[config.mk]
export PLATFORM = sky130hd
export DESIGN_NAME = fib_inv_des
export DESIGN_NICKNAME = d
export VERILOG_FILES = /design/src/rtl/fib_pkg.sv /design/src/rtl/bcd_to_bin14.sv /design/src/rtl/fib_inv_des.sv
export SDC_FILE = /design/constraint.sdc
export NUM_CORES = 1
export LEC_CHECK = 0
export CAP_MARGIN = 25
export CELL_PAD_IN_SITES_DETAIL_PLACEMENT = 1
export CELL_PAD_IN_SITES_GLOBAL_PLACEMENT = 2
export CORE_AREA = 2 2 122 124
export DETAILED_ROUTE_END_ITERATION = 10
export DIE_AREA = 0 0 124 126
export PLACE_DENSITY_LB_ADDON = 0.05
export SLEW_MARGIN = 5
export SYNTH_ARGS = -nofsm -noshare
export SYNTH_HDL_FRONTEND = slang
export SYNTH_SLANG_ARGS = --single-unit
[constraint.sdc]
create_clock -name iCLK -period 2.95 [get_ports iCLK]
set_input_delay 0.885 -clock iCLK [delete_from_list [all_inputs] [get_ports iCLK]]
set_output_delay 0.885 -clock iCLK [all_outputs]
set_load 0.02 [all_outputs]
[src/rtl/fib_pkg.sv]
// Shared types and constants for the Fibonacci front-end units.
// Latency: none (package). Backpressure: none (package).
// Holds the FSM state encoding, datapath widths and the index-to-BCD helper.
package fib_pkg;

    localparam int VAL_W      = 14;
    localparam int FIB_W      = 15;
    localparam int IDX_W      = 5;
    localparam int MAX_IDX    = 21;
    localparam int CONV_ITERS = 14;

    typedef enum logic [1:0] {
        IDLE   = 2'd0,
        CONV   = 2'd1,
        SEARCH = 2'd2,
        DONE   = 2'd3
    } state_t;

    typedef struct packed {
        logic       exact;
        logic       err;
        logic [3:0] tens;
        logic [3:0] units;
    } res_t;

    // Index never exceeds MAX_IDX, so tens is at most 2.
    function automatic logic [7:0] idx_to_bcd(input logic [IDX_W-1:0] n);
        logic [3:0]       tens;
        logic [IDX_W-1:0] units;
        if (n >= IDX_W'(20)) begin
            tens  = 4'd2;
            units = n - IDX_W'(20);
        end else if (n >= IDX_W'(10)) begin
            tens  = 4'd1;
            units = n - IDX_W'(10);
        end else begin
            tens  = 4'd0;
            units = n;
        end
        return {tens, 4'(units)};
    endfunction

    function automatic logic bcd_digit_bad(input logic [3:0] d);
        return d > 4'd9;
    endfunction

endpackage

[src/rtl/bcd_to_bin14.sv]
// Reverse double-dabble: 4 BCD digits to a 14-bit binary value.
// Latency: 14 cycles from accepted iSTART; oDONE is high in the 14th busy cycle.
// Backpressure: none; iSTART while busy is ignored, oBIN holds until next start.
module bcd_to_bin14
    import fib_pkg::*;
(
    input  logic             iCLK,
    input  logic             iRESET,
    input  logic             iSTART,
    input  logic [15:0]      iBCD,
    output logic             oBUSY,
    output logic             oDONE,
    output logic [VAL_W-1:0] oBIN
);

    localparam int CNT_W = 4;

    logic             r_busy;
    logic [CNT_W-1:0] r_cnt;
    logic [15:0]      r_bcd;
    logic [VAL_W-1:0] r_bin;

    logic [15:0]      w_bcd_sh;
    logic [VAL_W-1:0] w_bin_sh;
    logic [15:0]      w_bcd_adj;
    logic             w_last;

    assign w_last = r_busy && (r_cnt == CNT_W'(CONV_ITERS - 1));

    // Shift the whole {bcd, bin} pair right, then pull each digit back by 3 if it is >= 8.
    always_comb begin
        {w_bcd_sh, w_bin_sh} = {r_bcd, r_bin} >> 1;
        w_bcd_adj = w_bcd_sh;
        for (int d = 0; d < 4; d++) begin
            if (w_bcd_sh[4*d +: 4] >= 4'd8) begin
                w_bcd_adj[4*d +: 4] = w_bcd_sh[4*d +: 4] - 4'd3;
            end
        end
    end

    always_ff @(posedge iCLK or posedge iRESET) begin
        if (iRESET) begin
            r_busy <= 1'b0;
            r_cnt  <= '0;
            r_bcd  <= '0;
            r_bin  <= '0;
        end else if (!r_busy) begin
            if (iSTART) begin
                r_busy <= 1'b1;
                r_cnt  <= '0;
                r_bcd  <= iBCD;
                r_bin  <= '0;
            end
        end else begin
            r_bcd <= w_bcd_adj;
            r_bin <= w_bin_sh;
            r_cnt <= r_cnt + CNT_W'(1);
            if (w_last) begin
                r_busy <= 1'b0;
            end
        end
    end

    assign oBUSY = r_busy;
    assign oDONE = w_last;
    assign oBIN  = r_bin;

endmodule

[src/rtl/fib_inv_des.sv]
// Inverse Fibonacci: smallest n with F(n) >= V for a 4-digit BCD V, n returned as BCD.
// Latency: 16+n cycles (16..37) from accepted start; 1 cycle for a bad digit.
// Backpressure: oREADY high only in IDLE; iSTART elsewhere is ignored.
module fib_inv_des
    import fib_pkg::*;
(
    input  logic       iCLK,
    input  logic       iRESET,
    input  logic       iSTART,
    input  logic [3:0] iBCD3,
    input  logic [3:0] iBCD2,
    input  logic [3:0] iBCD1,
    input  logic [3:0] iBCD0,
    output logic       oREADY,
    output logic       oDONE,
    output logic       oEXACT,
    output logic       oERR,
    output logic [3:0] oBCD1,
    output logic [3:0] oBCD0
);

    state_t           r_state;
    state_t           w_next;

    logic [FIB_W-1:0] r_f0;
    logic [FIB_W-1:0] r_f1;
    logic [IDX_W-1:0] r_n;
    res_t             r_res;

    logic             w_bad_digit;
    logic             w_accept;
    logic             w_conv_start;
    logic             w_conv_busy;
    logic             w_conv_done;
    logic [VAL_W-1:0] w_val;
    logic [FIB_W-1:0] w_val_ext;
    logic             w_hit;

    assign w_bad_digit  = bcd_digit_bad(iBCD3) || bcd_digit_bad(iBCD2) ||
                          bcd_digit_bad(iBCD1) || bcd_digit_bad(iBCD0);
    assign w_accept     = (r_state == IDLE) && iSTART;
    assign w_conv_start = w_accept && !w_bad_digit;

    bcd_to_bin14 u_conv (
        .iCLK   (iCLK),
        .iRESET (iRESET),
        .iSTART (w_conv_start),
        .iBCD   ({iBCD3, iBCD2, iBCD1, iBCD0}),
        .oBUSY  (w_conv_busy),
        .oDONE  (w_conv_done),
        .oBIN   (w_val)
    );

    assign w_val_ext = {1'b0, w_val};
    assign w_hit     = (r_state == SEARCH) && (r_f0 >= w_val_ext);

    always_ff @(posedge iCLK or posedge iRESET) begin
        if (iRESET) begin
            r_state <= IDLE;
        end else begin
            r_state <= w_next;
        end
    end

    always_comb begin
        w_next = r_state;
        oREADY = 1'b0;
        oDONE  = 1'b0;
        unique case (r_state)
            IDLE: begin
                oREADY = 1'b1;
                if (iSTART) begin
                    w_next = w_bad_digit ? DONE : CONV;
                end
            end
            CONV: begin
                if (w_conv_done) begin
                    w_next = SEARCH;
                end
            end
            SEARCH: begin
                if (w_hit) begin
                    w_next = DONE;
                end
            end
            DONE: begin
                oDONE  = 1'b1;
                w_next = IDLE;
            end
            default: w_next = IDLE;
        endcase
    end

    // Walk the sequence one index per cycle; f1 tops out at F(22), inside FIB_W.
    always_ff @(posedge iCLK or posedge iRESET) begin
        if (iRESET) begin
            r_f0 <= '0;
            r_f1 <= '0;
            r_n  <= '0;
        end else if (w_conv_done) begin
            r_f0 <= '0;
            r_f1 <= FIB_W'(1);
            r_n  <= '0;
        end else if ((r_state == SEARCH) && !w_hit && (r_n < IDX_W'(MAX_IDX))) begin
            r_f0 <= r_f1;
            r_f1 <= r_f0 + r_f1;
            r_n  <= r_n + IDX_W'(1);
        end
    end

    always_ff @(posedge iCLK or posedge iRESET) begin
        if (iRESET) begin
            r_res <= '0;
        end else if (w_accept && w_bad_digit) begin
            r_res       <= '0;
            r_res.err   <= 1'b1;
        end else if (w_hit) begin
            r_res.exact <= (r_f0 == w_val_ext);
            r_res.err   <= 1'b0;
            {r_res.tens, r_res.units} <= idx_to_bcd(r_n);
        end
    end

    assign oEXACT = r_res.exact;
    assign oERR   = r_res.err;
    assign oBCD1  = r_res.tens;
    assign oBCD0  = r_res.units;

endmodule
Word level (Yosys, flattened, before mapping)
Cells that the tools add are included.
Widths: inputs -> output; s select.
{"block": "word_totals", "ff_bits": 82, "latchBits": 0, "ramBits": 0, "mem_bits_ro": 0, "inputBits": 19, "out_inout_bits": 12, "wordCells": 90, "memories": 0}
{"block": "op_classes", "addsub": 9, "n_mul": 0, "div": 0, "order_cmp": 12, "n_eq_ne": 8, "n_shift": 0, "muxes": 32, "bitwise_logic": 0, "reduce_logical": 17}
{"cell": "$mux 15", "count": 4}
{"cell": "$mux 16", "count": 2}
{"cell": "$mux 4", "count": 8}
{"cell": "$mux 14", "count": 2}
{"cell": "$mux 10", "count": 2}
{"cell": "$gt 4x4->1 const B", "count": 4}
{"cell": "$add 15x15->15", "count": 1}
{"cell": "$eq 15x14->1", "count": 1}
{"cell": "$ge 15x14->1", "count": 1}
{"cell": "$ge 4x4->1 const B", "count": 3}
{"cell": "$sub 4x2->4 const B", "count": 3}
{"cell": "$mux 2", "count": 5}
{"cell": "$mux 5", "count": 2}
{"cell": "$pmux 2 s4", "count": 1}
{"cell": "$logic_and 1x1->1", "count": 7}
{"cell": "$mux 1", "count": 6}
{"cell": "$reduce_bool 2->1", "count": 3}
{"cell": "$add 5x1->5 const B", "count": 1}
{"cell": "$ge 5x4->1 const B", "count": 1}
{"cell": "$ge 5x5->1 const B", "count": 1}
{"cell": "$lt 5x5->1 const B", "count": 1}
{"cell": "$add 4x1->4 const B", "count": 1}
{"cell": "$eq 2x2->1 const B", "count": 2}
{"cell": "$eq 4x4->1 const B", "count": 1}
{"cell": "other kinds (11)", "count": 15}

Depth between registers and ports, before layout
{"block": "depth", "word_depth": 8, "ltp_mapped": 10, "mapped_depth_nobuf": 9}

Hierarchy
Synthesis repeated with hierarchy kept, for this count alone.
{"block": "unflattened", "cells_unflattened": 528, "area_unflattened_um2": 5123.7}
{"mod": "fib_inv_des", "n_inst": 1, "cells_per_inst": 348, "area_each_um2": 3288.2, "seq_area_each_um2": 1126.1}
{"mod": "bcd_to_bin14", "n_inst": 1, "cells_per_inst": 180, "area_each_um2": 1835.5, "seq_area_each_um2": 875.8}

Least setup slack after synthesis
Ideal clock, no wire load.
{"block": "synth_timing", "kind": "register to register", "from": "register r_f0[0]", "to": "register r_f1[14]", "setup_time_ps": 78, "arrival_time_ps": 2170, "required_ps": 2872, "path_slack_ps": 702, "stages_incl_launch_ff": 10, "path_buffers": 0, "period_less_slack_ps": 2248, "path_cell_list": "dfrtp_1 ha_1 fa_1 a21o_1 a31oi_1 nor2_1 a31oi_1 xor2_1 or3_1 a21oi_1"}
{"block": "synth_via", "elab_chain_cells": 6, "elab_cells_between_ends": 9, "classes_between": "add/sub: 1; order compare: 1; mux: 2; reduce/logical: 5"}
{"item": "from (decl)", "line": "fib_inv_des.sv:25", "source": "logic [FIB_W-1:0] r_f0;"}
{"item": "from (signal assigned)", "line": "fib_inv_des.sv:105", "source": "r_f0 <= r_f1;"}
{"item": "$ge 15x14->1", "line": "fib_inv_des.sv:55", "source": "assign w_hit = (r_state == SEARCH) && (r_f0 >= w_val_ext);"}
{"item": "$logic_and 1x1->1", "line": "fib_inv_des.sv:55"}
{"item": "$logic_not 1->1", "line": "fib_inv_des.sv:104", "source": "end else if ((r_state == SEARCH) && !w_hit && (r_n < IDX_W'(MAX_IDX))) begin"}
{"item": "$logic_and 1x1->1 (2 in series)", "line": "fib_inv_des.sv:104"}
{"item": "$reduce_bool 2->1 (no source line)"}
{"item": "to (signal assigned)", "line": "fib_inv_des.sv:106", "source": "r_f1 <= r_f0 + r_f1;"}
{"item": "to (decl)", "line": "fib_inv_des.sv:26", "source": "logic [FIB_W-1:0] r_f1;"}
Parallel ways exist; a longest one is shown, timed or not. The select of a mux whose other input is x is not followed.
A chain may end at the register's enable or synchronous reset.

Final worst setup path
Ends and elaborated chain as after synthesis.

==> impl_metrics.env <==
export IMPL_status="finished clean"
export IMPL_maxSlewHeadroom_pct=56.0
export IMPL_crit_type="register to register"
export IMPL_p_leak_nw=2.83
export IMPL_synth_cell_types=48
export IMPL_clk_latency_ns=0.34
export IMPL_hold_viol=0
export IMPL_tightest_slew_ns=0.659
export IMPL_dp_hpwl_um=8880
export IMPL_synth_edf_count=0
export IMPL_vias_per_cell=5.09
export IMPL_cp_max_fo=3
export IMPL_yosys_warnings=0
export IMPL_die_h_um=126
export IMPL_synth_top_cell_by_area="dfrtp_1"
export IMPL_drc_errors=0
export IMPL_pin_count=31
export IMPL_irDropWorstVdd_v=0.000285
export IMPL_drtIter0Drc=167
export IMPL_crit_slowest_cell="fa_1"
export IMPL_arrival_ns=2.92
export IMPL_worstHoldPathType="register to register"
export IMPL_path_common_cell="a31oi_1"
export IMPL_placed_area_sq_um=5350
export IMPL_clock_path_buffers=2
export IMPL_synth_simple_area_share_pct=14.9
export IMPL_max_freq_mhz=376
export IMPL_row_count=44
export IMPL_coreArea_sq_um=14300
export IMPL_htree_levels=3
export IMPL_fp_dieW_um=124
export IMPL_synthTopCellsByArea="dfrtp_1 (42%), ha_1 (13%), mux2i_1 (5.2%)"
export IMPL_cts_tree="yes"
export IMPL_cts_root_buffer="clkbuf_16"
export IMPL_avgRoutedWirePerCell_um=16.1
export IMPL_netlist_area_sq_um=4800
export IMPL_cp_cell_sequence="ha_1, fa_1, a21o_1, a31oi_1, nor2_1, a31oi_1, xor2_1, or3_1, a21oi_1"
export IMPL_globalplace_congestion=0.712
export IMPL_finalClockSkew_ns=0.00726
export IMPL_synth_compound_area_share_pct=16.0
export IMPL_period_share_pct=90.2
export IMPL_start_util_pct=33.5
export IMPL_cts_resized=0
export IMPL_finalSetupTns_ns=0
export IMPL_num_fill_cells=1677
export IMPL_cap_violations=0
export IMPL_place_ws_ns=0.0889
export IMPL_path_clk_slew_ns=0.06
export IMPL_grt_start_max_net_pins=33
export IMPL_postLayoutCellArea_sq_um=5650
export IMPL_synthArstFlopShare_pct=100
export IMPL_final_core_util_pct=39.5
export IMPL_synth_most_common_cell="dfrtp_1"
export IMPL_area_growth_pct=17.9
export IMPL_cts_hold_buf=0
export IMPL_grtUsageTotal_pct=16.8
export IMPL_powerDensity_nw_per_um2=413
export IMPL_drv_slew=0
export IMPL_grt_ovfl_total=0
export IMPL_die_area_sq_um=15600
export IMPL_min_period_ns=2.66
export IMPL_nets=624
export IMPL_grt_first_pass_wirelength_um=20300
export IMPL_rsz0062_at_grt="no"
export IMPL_cp_start_kind="register"
export IMPL_detail_route_first_pass_iterations=4
export IMPL_postSynthAreaPerCell_sq_um=9.10
export IMPL_diodes=0
export IMPL_final_layout_size_suffix_gt1_share_pct=5.89
export IMPL_crit_path_max_incr_delay_ns=0.42
export IMPL_setup_viol=0
export IMPL_synth_xor_xnor_area_share_pct=3.65
export IMPL_yosysSeqAreaShare_pct=41.7
export IMPL_setup_slack_ns=0.289
export IMPL_ys_flop_type="dfrtp_1"
export IMPL_cts_sinks=80
export IMPL_grt_pass1_vias=3886
export IMPL_port_buffers=28
export IMPL_vias=3786
export IMPL_synth_common_cells="dfrtp_1 (80), nand2_1 (63), nor2_1 (53)"
export IMPL_syn_inst=527
export IMPL_cts_buffers=9
export IMPL_synth_top_area_share_pct=41.7
export IMPL_wirelength_um=11900
export IMPL_synthMuxAreaShare_pct=5.22
export IMPL_cp_required_ns=3.21
export IMPL_synth_seq_cells=80
export IMPL_antenna_found_initial=0
export IMPL_end_kind="register"
export IMPL_synthAdderAreaFrac_pct=12.9
export IMPL_synth_top_family_by_area="compound AO/OA/AOI/OAI gates"
export IMPL_postCtsSetupRepairBufs=0
export IMPL_antenna_left=0
-- layout by cell type (no fill, tap or decap), types with 3 or more instances in the layout --
master	Yosys	final
buf_12	0	4
nor2b_1	4	4
nand4_1	9	9
a222oi_1	6	6
ha_1	48	48
xor2_1	6	6
xnor2_1	14	14
buf_4	3	8
nor2_1	53	52
o22ai_1	3	3
mux2i_1	25	25
clkdlybuf4s50_1	0	28
nand2b_1	6	6
a22o_1	4	4
a211oi_1	6	6
clkbuf_16	0	9
a21o_1	4	4
o211ai_1	3	3
a31oi_1	8	8
nand3_1	9	9
dfrtp_1	80	80
nand2_1	63	63
nor3_1	4	4
inv_1	42	41
a21oi_1	34	34
o21ai_0	46	46
clkinv_2	0	3
-- where the power goes --
group	internal (W)	switching [W]	leakage (nW)	total [W]
combinational	0.0000286	0.0000356	1.70	0.0000643
sequential	0.00110	0	0.982	0.00110
clock	0.000734	0.000440	0.149	0.00117
total	0.00186	0.000476	2.83	0.00234
-- per-stage QoR --
stage / total power (W) / hold WS [ns] / instances
CTS: 0.00238 / 0.482 / 744
finish: 0.00234 / 0.479 / 744
detailed placement: 0.00118 / 0.469 / 729
global route: 0.00243 / 0.497 / 744
global placement: 0.00118 / 0.462 / 729
floorplan: 0.00114 / 0.450 / 528
-- path summary, 6_finish.rpt --
check	startpoint	to	slack [ns]	cells past startpoint
max in group asynchronous	iRESET	u_conv.r_bcd[4]$_DFFE_PP0P_	1.50	3
worst max-delay path	r_f0[0]$_DFFE_PP0P_	r_f1[14]$_DFFE_PP0P_	0.29	9
worst max register to register	r_f0[0]$_DFFE_PP0P_	r_f1[14]$_DFFE_PP0P_	0.29	9
worst min register to register	u_conv.oBIN[9]$_DFFE_PP0P_	u_conv.oBIN[9]$_DFFE_PP0P_	0.48	2
worst min-delay path	u_conv.oBIN[9]$_DFFE_PP0P_	u_conv.oBIN[9]$_DFFE_PP0P_	0.48	2
min in group asynchronous	iRESET	r_n[1]$_DFFE_PP0P_	0.91	2
-- final cells by class --
class,instances,area (sq um),share of cell area (%)
tap,184,230,4.07
inverter,42,159,2.81
timing repair buffer,40,420,7.44
sequential,80,2000,35.4
clock buffer,11,233,4.12
multi-input combinational,383,2540,44.9
clock inverter,4,70.1,1.24
-- metal layers --
layer  track usage [%]  up-vias  part of all wire (%)  wire length, um
met4              5.35        0                   1.5              176
met3              2.58       13                   1.7              208
met5                 0        -                     0                0
met2              26.4       23                    47             5580
li1                  -     1873                     -                -
met1              23.6     1877                    50             5990
-- critical path: cells and delay by family, from the launching register on --
family          cells  cell delay [ns]
xor+xnor            1             0.11
compound gates      4             0.94
flops               1             0.40
simple gates        2             0.47
fa+ha+maj           2             0.66
-- flip-flops by register name, summed over array words and instances (netlist names) --
| name | flops |
|---|---|
| u_conv.oBUSY | 1 |
| u_conv.oBIN | 14 |
| oBCD0 | 4 |
| u_conv.r_cnt | 4 |
| oBCD1 | 2 |
| r_f1 | 15 |
| oERR | 1 |
| u_conv.r_bcd | 16 |
| r_state | 2 |
| oEXACT | 1 |
| r_n | 5 |
| r_f0 | 15 |
-- kinds of logic (layout without fill, tap and decap cells) --
family	Yosys count	after routing
compound gates	126	126
buf+inv	65	97
mux	25	25
flops	80	80
other cells	1	2
simple gates	161	161
fa+ha+maj	49	49
xor+xnor	20	20
No activity file was read; power rests on OpenSTA's default activity.
